### src/rtl/serial_adder.sv
// Bit-serial adder: latches x/y/cin on start, adds one bit per clock LSB-first, pulses done.
// Optional macro SERIAL_ADDER_SUB_EN adds a sub port selecting x + ~y + 1 (cout=1 means no borrow).
module serial_adder #(
    parameter int WIDTH = 8
) (
    input  logic             clk,
    input  logic             rst,
    input  logic             start,
    input  logic [WIDTH-1:0] x,
    input  logic [WIDTH-1:0] y,
    input  logic             cin,
`ifdef SERIAL_ADDER_SUB_EN
    input  logic             sub,
`endif
    output logic             busy,
    output logic             done,
    output logic [WIDTH-1:0] sum,
    output logic             cout
);

    localparam int             CW       = $clog2(WIDTH + 1);
    localparam logic [CW-1:0]  CNT_LAST = CW'(WIDTH - 1);
    localparam logic [CW-1:0]  CNT_ONE  = CW'(1);

    typedef enum logic [1:0] {
        IDLE = 2'd0,
        RUN  = 2'd1,
        DONE = 2'd2
    } state_t;

    state_t           state_q, state_d;
    logic [WIDTH-1:0] a_q, a_d;
    logic [WIDTH-1:0] b_q, b_d;
    logic [WIDTH-1:0] s_q, s_d;
    logic             c_q, c_d;
    logic [CW-1:0]    cnt_q, cnt_d;
    logic [WIDTH-1:0] sum_q, sum_d;
    logic             cout_q, cout_d;
    logic             busy_q, busy_d;
    logic             done_q, done_d;
    logic [1:0]       fa_s;

    // Returns {carry, sum} of a single-bit full adder.
    function automatic logic [1:0] full_add(input logic a, input logic b, input logic c);
        full_add = {(a & b) | (a & c) | (b & c), a ^ b ^ c};
    endfunction

    // Next-state, datapath and output decode.
    always_comb begin
        state_d = state_q;
        a_d     = a_q;
        b_d     = b_q;
        s_d     = s_q;
        c_d     = c_q;
        cnt_d   = cnt_q;
        sum_d   = sum_q;
        cout_d  = cout_q;
        busy_d  = 1'b0;
        done_d  = 1'b0;
        fa_s    = full_add(a_q[0], b_q[0], c_q);
        case (state_q)
            IDLE, DONE: begin
                if (start) begin
                    a_d     = x;
`ifdef SERIAL_ADDER_SUB_EN
                    b_d     = sub ? ~y : y;
                    c_d     = sub ? 1'b1 : cin;
`else
                    b_d     = y;
                    c_d     = cin;
`endif
                    s_d     = {WIDTH{1'b0}};
                    cnt_d   = {CW{1'b0}};
                    state_d = RUN;
                    busy_d  = 1'b1;
                end else begin
                    state_d = IDLE;
                end
            end
            RUN: begin
                a_d   = {1'b0, a_q[WIDTH-1:1]};
                b_d   = {1'b0, b_q[WIDTH-1:1]};
                s_d   = {fa_s[0], s_q[WIDTH-1:1]};
                c_d   = fa_s[1];
                cnt_d = cnt_q + CNT_ONE;
                // The counter reaches WIDTH on the final edge, so it never wraps.
                if (cnt_q == CNT_LAST) begin
                    sum_d   = {fa_s[0], s_q[WIDTH-1:1]};
                    cout_d  = fa_s[1];
                    state_d = DONE;
                    done_d  = 1'b1;
                end else begin
                    busy_d  = 1'b1;
                end
            end
            default: begin
                state_d = IDLE;
            end
        endcase
    end

    // State and datapath registers with asynchronous reset.
    always_ff @(posedge clk or posedge rst) begin
        if (rst) begin
            state_q <= IDLE;
            a_q     <= {WIDTH{1'b0}};
            b_q     <= {WIDTH{1'b0}};
            s_q     <= {WIDTH{1'b0}};
            c_q     <= 1'b0;
            cnt_q   <= {CW{1'b0}};
            sum_q   <= {WIDTH{1'b0}};
            cout_q  <= 1'b0;
            busy_q  <= 1'b0;
            done_q  <= 1'b0;
        end else begin
            state_q <= state_d;
            a_q     <= a_d;
            b_q     <= b_d;
            s_q     <= s_d;
            c_q     <= c_d;
            cnt_q   <= cnt_d;
            sum_q   <= sum_d;
            cout_q  <= cout_d;
            busy_q  <= busy_d;
            done_q  <= done_d;
        end
    end

    assign busy = busy_q;
    assign done = done_q;
    assign sum  = sum_q;
    assign cout = cout_q;

endmodule

### config.mk
export PLATFORM = sky130hd
export DESIGN_NAME = serial_adder
export DESIGN_NICKNAME = d
export VERILOG_FILES = /design/src/rtl/serial_adder.sv
export SDC_FILE = /design/constraint.sdc
export NUM_CORES = 1
export LEC_CHECK = 0
export ABC_AREA = 0
export ABC_CLOCK_PERIOD_IN_PS = 1600
export BUFFER_PORTS_ARGS = -buffer_cell sky130_fd_sc_hd__buf_2
export CAP_MARGIN = 20
export CORE_UTILIZATION = 53
export DETAILED_ROUTE_END_ITERATION = 12
export GPL_TIMING_DRIVEN = 0
export PLACE_DENSITY = 0.77
export SLEW_MARGIN = 0
export SYNTH_ARGS = -nofsm -noshare
export SYNTH_HDL_FRONTEND = slang
export SYNTH_SLANG_ARGS = --single-unit
### constraint.sdc
create_clock -name clk -period 1.6 [get_ports clk]
set_input_delay 0.24 -clock clk [delete_from_list [all_inputs] [get_ports clk]]
set_output_delay 0.24 -clock clk [all_outputs]
set_load 0.01 [all_outputs]
==> key figures, run 1 <==
Run status
  • Status: complete, but fails checks
  • Failing checks: DRC

Timing
  • Worst-Margin Slew: 0.820 ns
  • # setup viols final: 0
  • Fin Hold WS: about 0.044 ns
  • Final worst slack: 0.0739 ns
  • Fmax: 655 MHz
  • Setup TNS: 0 ns
  • Fin Clk Skew: 0.00825 ns
  • Final Hold Vio Count: 0
  • Crit share post-route: 95.4%
  • Fin crit period: 1.53 ns
  • Count of pins over their slew limit: 0
  • Slew headroom: 45.2%

Routing
  • Met2 WL: 1.41 mm
  • First drt pass iteration count: 8
  • Met1 Wirelength: around 1.3 mm
  • Vias: between 1000 and 1500
  • Met3 WL post-DR: approximately 110 um
  • Uppermost layer routed: met4
  • Antenna Nets Post-Route: 0
  • Via density: 5.82
  • # DRC: 3
  • Total length of routed wires: between 2 and 3 mm
  • Initial DRC Count: 40
  • Average wire per standard cell: 15.1 um

Clock network
  • Clk_lat worst skew: 0.34 ns
  • CTS Hold Bufs: 0
  • Root Driver: clkbuf_4
  • CTS max path bufs: 2
  • CTS tree: built
  • Clock Sinks: 41
  • CTS Buf Count: 5
  • H-tree depth: 2
  • Clock transition at path regs: between 0.1 and 0.15 ns

Setup path
  • CP cell instances: ha_2 -> nand2_2 -> nor3b_4 -> buf_6 -> mux2_2
  • Crit path max-delay family: flip-flops
  • Worst path arrival time: 1.76 ns
  • Buf/Inv on CP: 1
  • Crit-path slowest cell: dfrtp_1
  • Worst endpoint required time: approximately 1.8 ns
  • Critical Path Fanout Max: 5
  • CP endpoint kind: flip-flop
  • Startpoint types: flip-flop
  • Largest stage delay, worst path: 0.38 ns
  • WS Path Type: reg2reg

Layout
  • Highest-count cells in the layout ignoring fill and taps: 41 x dfrtp_1, 35 x buf_2, 26 x a22o_1
  • Final Util: 68.2%
  • Area growth, synth to finish: 17.3%
  • Share of cells above drive strength 1: slightly below 40%
  • Ant. Diodes: 0
  • # fillers: 223
  • Finished Cell Area: 1940 sq um
  • Net count, final: 181
  • Most common cell after layout, fill and taps aside: dfrtp_1

Yosys
  • Ys Warns: 0
  • Register area share after synthesis: between 60% and 70%
  • Synth Net Count: 141
  • Top post-synthesis cells by area: dfrtp_1 62%, a22o_1 14%, a21o_1 6.8%, mux2_2 6.1%, buf_2 1.5%
  • Synth unique cells: 20
  • Synth area leader: dfrtp_1
  • Cell count after synthesis: between 100 and 150
  • Cell area after synthesis: 1660 sq um
  • Yosys reg bits: 41
  • Syn_area_per_cell: 13.9 sq um
  • Top-area cell type share of the netlist area: between 60% and 70%

Power and ir drop
  • Flop pwr share: a little under half
  • Sw Ratio: 34.2%
  • Peak VDD IR: 0.00100 V
  • Lkg Pwr: 1.06 nW
  • Net Sw Power: 1.30 mW
  • P_int: 2.51 mW
  • Clk pwr share: 12.6%
  • Power share of the combinational group: around 41%
  • Pwr dens: 1960 nW/um^2

Global routing
  • Vias in the first global route: about 1100
  • GRT overflow: 0
  • Largest net degree at the start of global routing: 42
  • Initial antenna violation count: 0
  • Total GRT Usage: 19.8%
  • First-pass GRT wire length: 4.90 mm

Placed design
  • Port bufs: 30
  • Dpl hpwl: a little under 2 mm
  • Global placement routability congestion: 0.684
  • Post-Place Setup Slack: 0.0186 ns
  • DP Area: ~1800 sq um

Flow run
  • Max_cap viols: 0

Die
  • Row count: 19
  • Horiz. Die Dim: 57.9 um
  • I/O pin cnt: 31
  • Core footprint: 2850 sq um
  • Starting density of the core: 58.1%
  • Die H: roughly 58 um
  • Full die area: 3360 sq um

Min path
  • HP Class: in2async
-- final timing paths --
check	start	slack, ns	to	cells after the start
max in group asynchronous	rst	1.04	a_q[6]$_DFFE_PP0P_	2
min in group clk	x[7]	0.12	a_q[7]$_DFFE_PP0P_	2
worst max register to register	cnt_q[1]$_DFFE_PP0P_	0.07	sum[3]$_DFFE_PP0P_	5
worst max-delay path	cnt_q[1]$_DFFE_PP0P_	0.07	sum[3]$_DFFE_PP0P_	5
worst min-delay path	rst	0.04	b_q[0]$_DFFE_PP0P_	2
worst min register to register	a_q[5]$_DFFE_PP0P_	0.49	a_q[5]$_DFFE_PP0P_	1
-- sequential cells by signal, summed over array words and instances, names as in the netlist --
name	flops
c_q	1
sum	8
cnt_q	4
b_q	8
a_q	8
s_q	7
cout	1
state_q	2
busy	1
done	1
-- per-layer routing --
| layer | track usage, % | vias to the layer above |
|---|---|---|
| met4 | 8.16 | 0 |
| li1 | - | 519 |
| met3 | 4.91 | 5 |
| met5 | 0 | - |
| met2 | 32.0 | 29 |
| met1 | 25.8 | 559 |
-- repair_timing --
item / 4_1_cts / 5_1_grt
resized for setup: 2 / 6
setup endpoints to repair: 1 / 9
setup buffers: 1 / 1
cloned: 1 / 0
pin swaps: 1 / 2
hold endpoints to repair: 0 / 0
-- synthesized netlist by cell type --
cell / count
buf_4: 3
buf_2: 5
nand2_1: 4
o21ai_0: 1
nor2_1: 1
nor3b_1: 2
xnor2_1: 1
mux2i_1: 2
mux2_2: 9
a22o_1: 26
nor2_2: 1
fa_1: 1
nand2b_1: 1
inv_1: 1
nor2b_1: 2
ha_1: 1
nand4_1: 1
and2b_1: 1
a21o_1: 15
dfrtp_1: 41
-- power by group through the flow --
stage / Combinational (mW) / Clock (mW) / Sequential (mW)
finish: 1.58 / 0.479 / 1.75
global route: 1.75 / 0.529 / 1.81
CTS: 1.55 / 0.494 / 1.75
detailed placement: 1.51 / 0 / 1.78
global placement: 1.44 / 0 / 1.75
floorplan: 1.09 / 0 / 1.77
-- stage by stage --
stage               power [mW]  std cells
detailed placement        3.29        180
global route              4.09        191
global placement          3.19        180
floorplan                 2.87        119
CTS                       3.79        190
finish                    3.81        191
-- layout make-up --
cell class	instances	area [sq um]	share of cell area (%)
repair buffers	33	176	9.07
well taps	31	38.8	1.99
multi-input cells	69	597	30.7
clock buffers	6	41.3	2.12
clock inverters	2	10.0	0.515
inverters	1	3.75	0.193
flip-flops and latches	41	1030	52.8
plain buffers	8	51.3	2.64
-- kinds of logic after synthesis --
kind of cell               after synthesis  share of synthesized area, %
and+or+nand+nor                         13                          4.38
xor gates and xnor gates                 1                         0.528
buffers and inverters                    9                          3.09
AOI/OAI and AO/OA                       42                          20.8
muxes                                   11                          7.32
adders and majority gates                2                          1.96
DFF                                     41                          61.9
(Power assumes the default switching activity.)
==> run 2: changes to the inputs <==
==> constraint.sdc (replaced) <==
create_clock -name clk -period 1.6 [get_ports clk]
set_input_delay 0.16 -clock clk [delete_from_list [all_inputs] [get_ports clk]]
set_output_delay 0.16 -clock clk [all_outputs]
set_load 0.01 [all_outputs]
==> key figures, run 2 (same netlist as run 1, synthesis figures left out) <==
Run status
  • Status: complete, but fails checks
  • Failing checks: DRC

Timing
  • Final Hold Vio Count: 0
  • Fin Hold WS: 0.0392 ns
  • Count of pins over their slew limit: 0
  • Crit share post-route: 95.4%
  • # setup viols final: 0
  • Worst-Margin Slew: 0.820 ns
  • Fin Clk Skew: 0.00825 ns
  • Slew headroom: 45.2%
  • Fmax: 655 MHz
  • Fin crit period: 1.53 ns

Placed design
  • Port bufs: 30
  • Global placement routability congestion: a little under 0.7
  • Dpl hpwl: 1.96 mm
  • Dpl cells: 180

Layout
  • Area growth, synth to finish: 17.9%
  • Share of cells above drive strength 1: 38.5%
  • Highest-count cells in the layout ignoring fill and taps: 41 x dfrtp_1, 35 x buf_2, 26 x a22o_1
  • Final Util: 68.5%
  • Most common cell after layout, fill and taps aside: dfrtp_1
  • Ant. Diodes: 0
  • Net count, final: 182
  • Layout Cells excl Fill: 192

Setup path
  • FF-to-FF path depth: 5
  • WS Path Type: reg2reg
  • RR Endpoint: sum[3]$_DFFE_PP0P_
  • Critical Path Fanout Max: 5
  • Startpoint types: flip-flop
  • Worst path arrival time: 1.76 ns
  • RR Startpoint: cnt_q[1]$_DFFE_PP0P_
  • CP endpoint kind: flip-flop
  • Worst endpoint required time: 1.83 ns
  • R2r setup slk: 0.07 ns

Clock network
  • Clock transition at path regs: approximately 0.11 ns
  • Root Driver: clkbuf_4
  • CTS max path bufs: 2
  • H-tree depth: 2
  • CTS tree: built
  • CTS Buf Count: 5
  • Clock Sinks: 41
  • Clk_lat worst skew: 0.34 ns

Die
  • I/O pin cnt: 31
  • Row count: 19
  • Full die area: 3360 sq um
  • Horiz. Die Dim: 57.9 um
  • Die H: approximately 58 um
  • Starting density of the core: 58.1%
  • Core footprint: around 2900 sq um

Min path
  • Hold path endpoint: a_q[7]$_DFFE_PP0P_
  • Critical hold path startpoint: x[7]
  • Worst hold stages: 2
  • HP Class: in2reg

Routing
  • First drt pass iteration count: 8
  • Average wire per standard cell: around 15 um
  • # DRC: 3
  • Antenna Nets Post-Route: 0
  • Vias: 1107
  • Initial DRC Count: 39
  • Via density: 5.77
  • Total length of routed wires: 2.88 mm

Power and ir drop
  • Pwr dens: 1950 nW/um^2
  • Lkg Pwr: 1.07 nW
  • Peak VDD IR: about 0.001 V

Global routing
  • Largest net degree at the start of global routing: 42
  • Initial antenna violation count: 0
  • First-pass GRT wire length: around 4.9 mm
  • Vias in the first global route: 1053
  • Total GRT Usage: between 15 and 20%
  • GRT overflow: 0

Flow run
  • Max_cap viols: 0
run 2: critical path, cell delays in order, from the launching register on:
cell,delay [ns]
dfrtp_1,0.38
ha_2,0.20
nand2_2,0.08
nor3b_4,0.27
buf_6,0.16
mux2_2,0.33
run 2: cell type report:
cell class              instances  area [sq um]
fillers                       222           898
clock inverters                 2          10.0
inverters                       1          3.75
flip-flops and latches         41          1030
repair buffers                 34           186
plain buffers                   8          51.3
clock buffers                   6          41.3
well taps                      31          38.8
multi-input cells              69           597
run 2: worst max-delay path by stage:
stage / cells past startpoint / startpoint / slack [ns] / endpoint
floorplan: 5 / cnt_q[0]$_DFFE_PP0P_ / 0.17 / cout$_DFFE_PP0P_
global placement: 2 / rst / 0.04 / cnt_q[3]$_DFFE_PP0P_
detailed placement: 5 / cnt_q[0]$_DFFE_PP0P_ / 0.02 / sum[3]$_DFFE_PP0P_
CTS: 5 / cnt_q[1]$_DFFE_PP0P_ / 0.01 / sum[3]$_DFFE_PP0P_
global route: 5 / cnt_q[1]$_DFFE_PP0P_ / -0.0007 / sum[3]$_DFFE_PP0P_
finish: 5 / cnt_q[1]$_DFFE_PP0P_ / 0.07 / sum[3]$_DFFE_PP0P_
run 2: power breakdown:
part	leakage (nW)	internal (mW)	switching, mW
combinational	0.515	0.854	0.723
sequential	0.522	1.49	0.266
clock	0.0320	0.168	0.312
run 2: stage by stage:
stage / setup TNS [ns] / worst slack, ns / cell area (sq um) / power [mW]
final: 0 / 0.0734 / 1950 / 3.81
after global placement: 0 / 0.0439 / 1850 / 3.19
after CTS: 0 / 0.0104 / 1930 / 3.79
after global routing: -0.000657 / -0.000657 / 1950 / 4.09
after detailed placement: 0 / 0.0186 / 1850 / 3.29
after floorplan: 0 / 0.173 / 1660 / 2.87
run 2: repair_timing:
item,CTS,global route
pin swaps,1,2
buffers inserted,1,1
gates resized for setup,2,6
hold endpoints to repair,32,0
setup endpoints to repair,1,9
hold buffers,1,0
cloned,1,0
run 2: routing by layer:
metal  vias to the layer above  routed length [um]  track usage (%)  part of all wire (%)
met2                        31                1410             32.0                    49
met5                         -                   0                0                     0
li1                        520                   -                -                     -
met3                         5                 115             4.91                   4.0
met4                         0                  38             8.16                   1.3
met1                       551                1320             25.8                    46
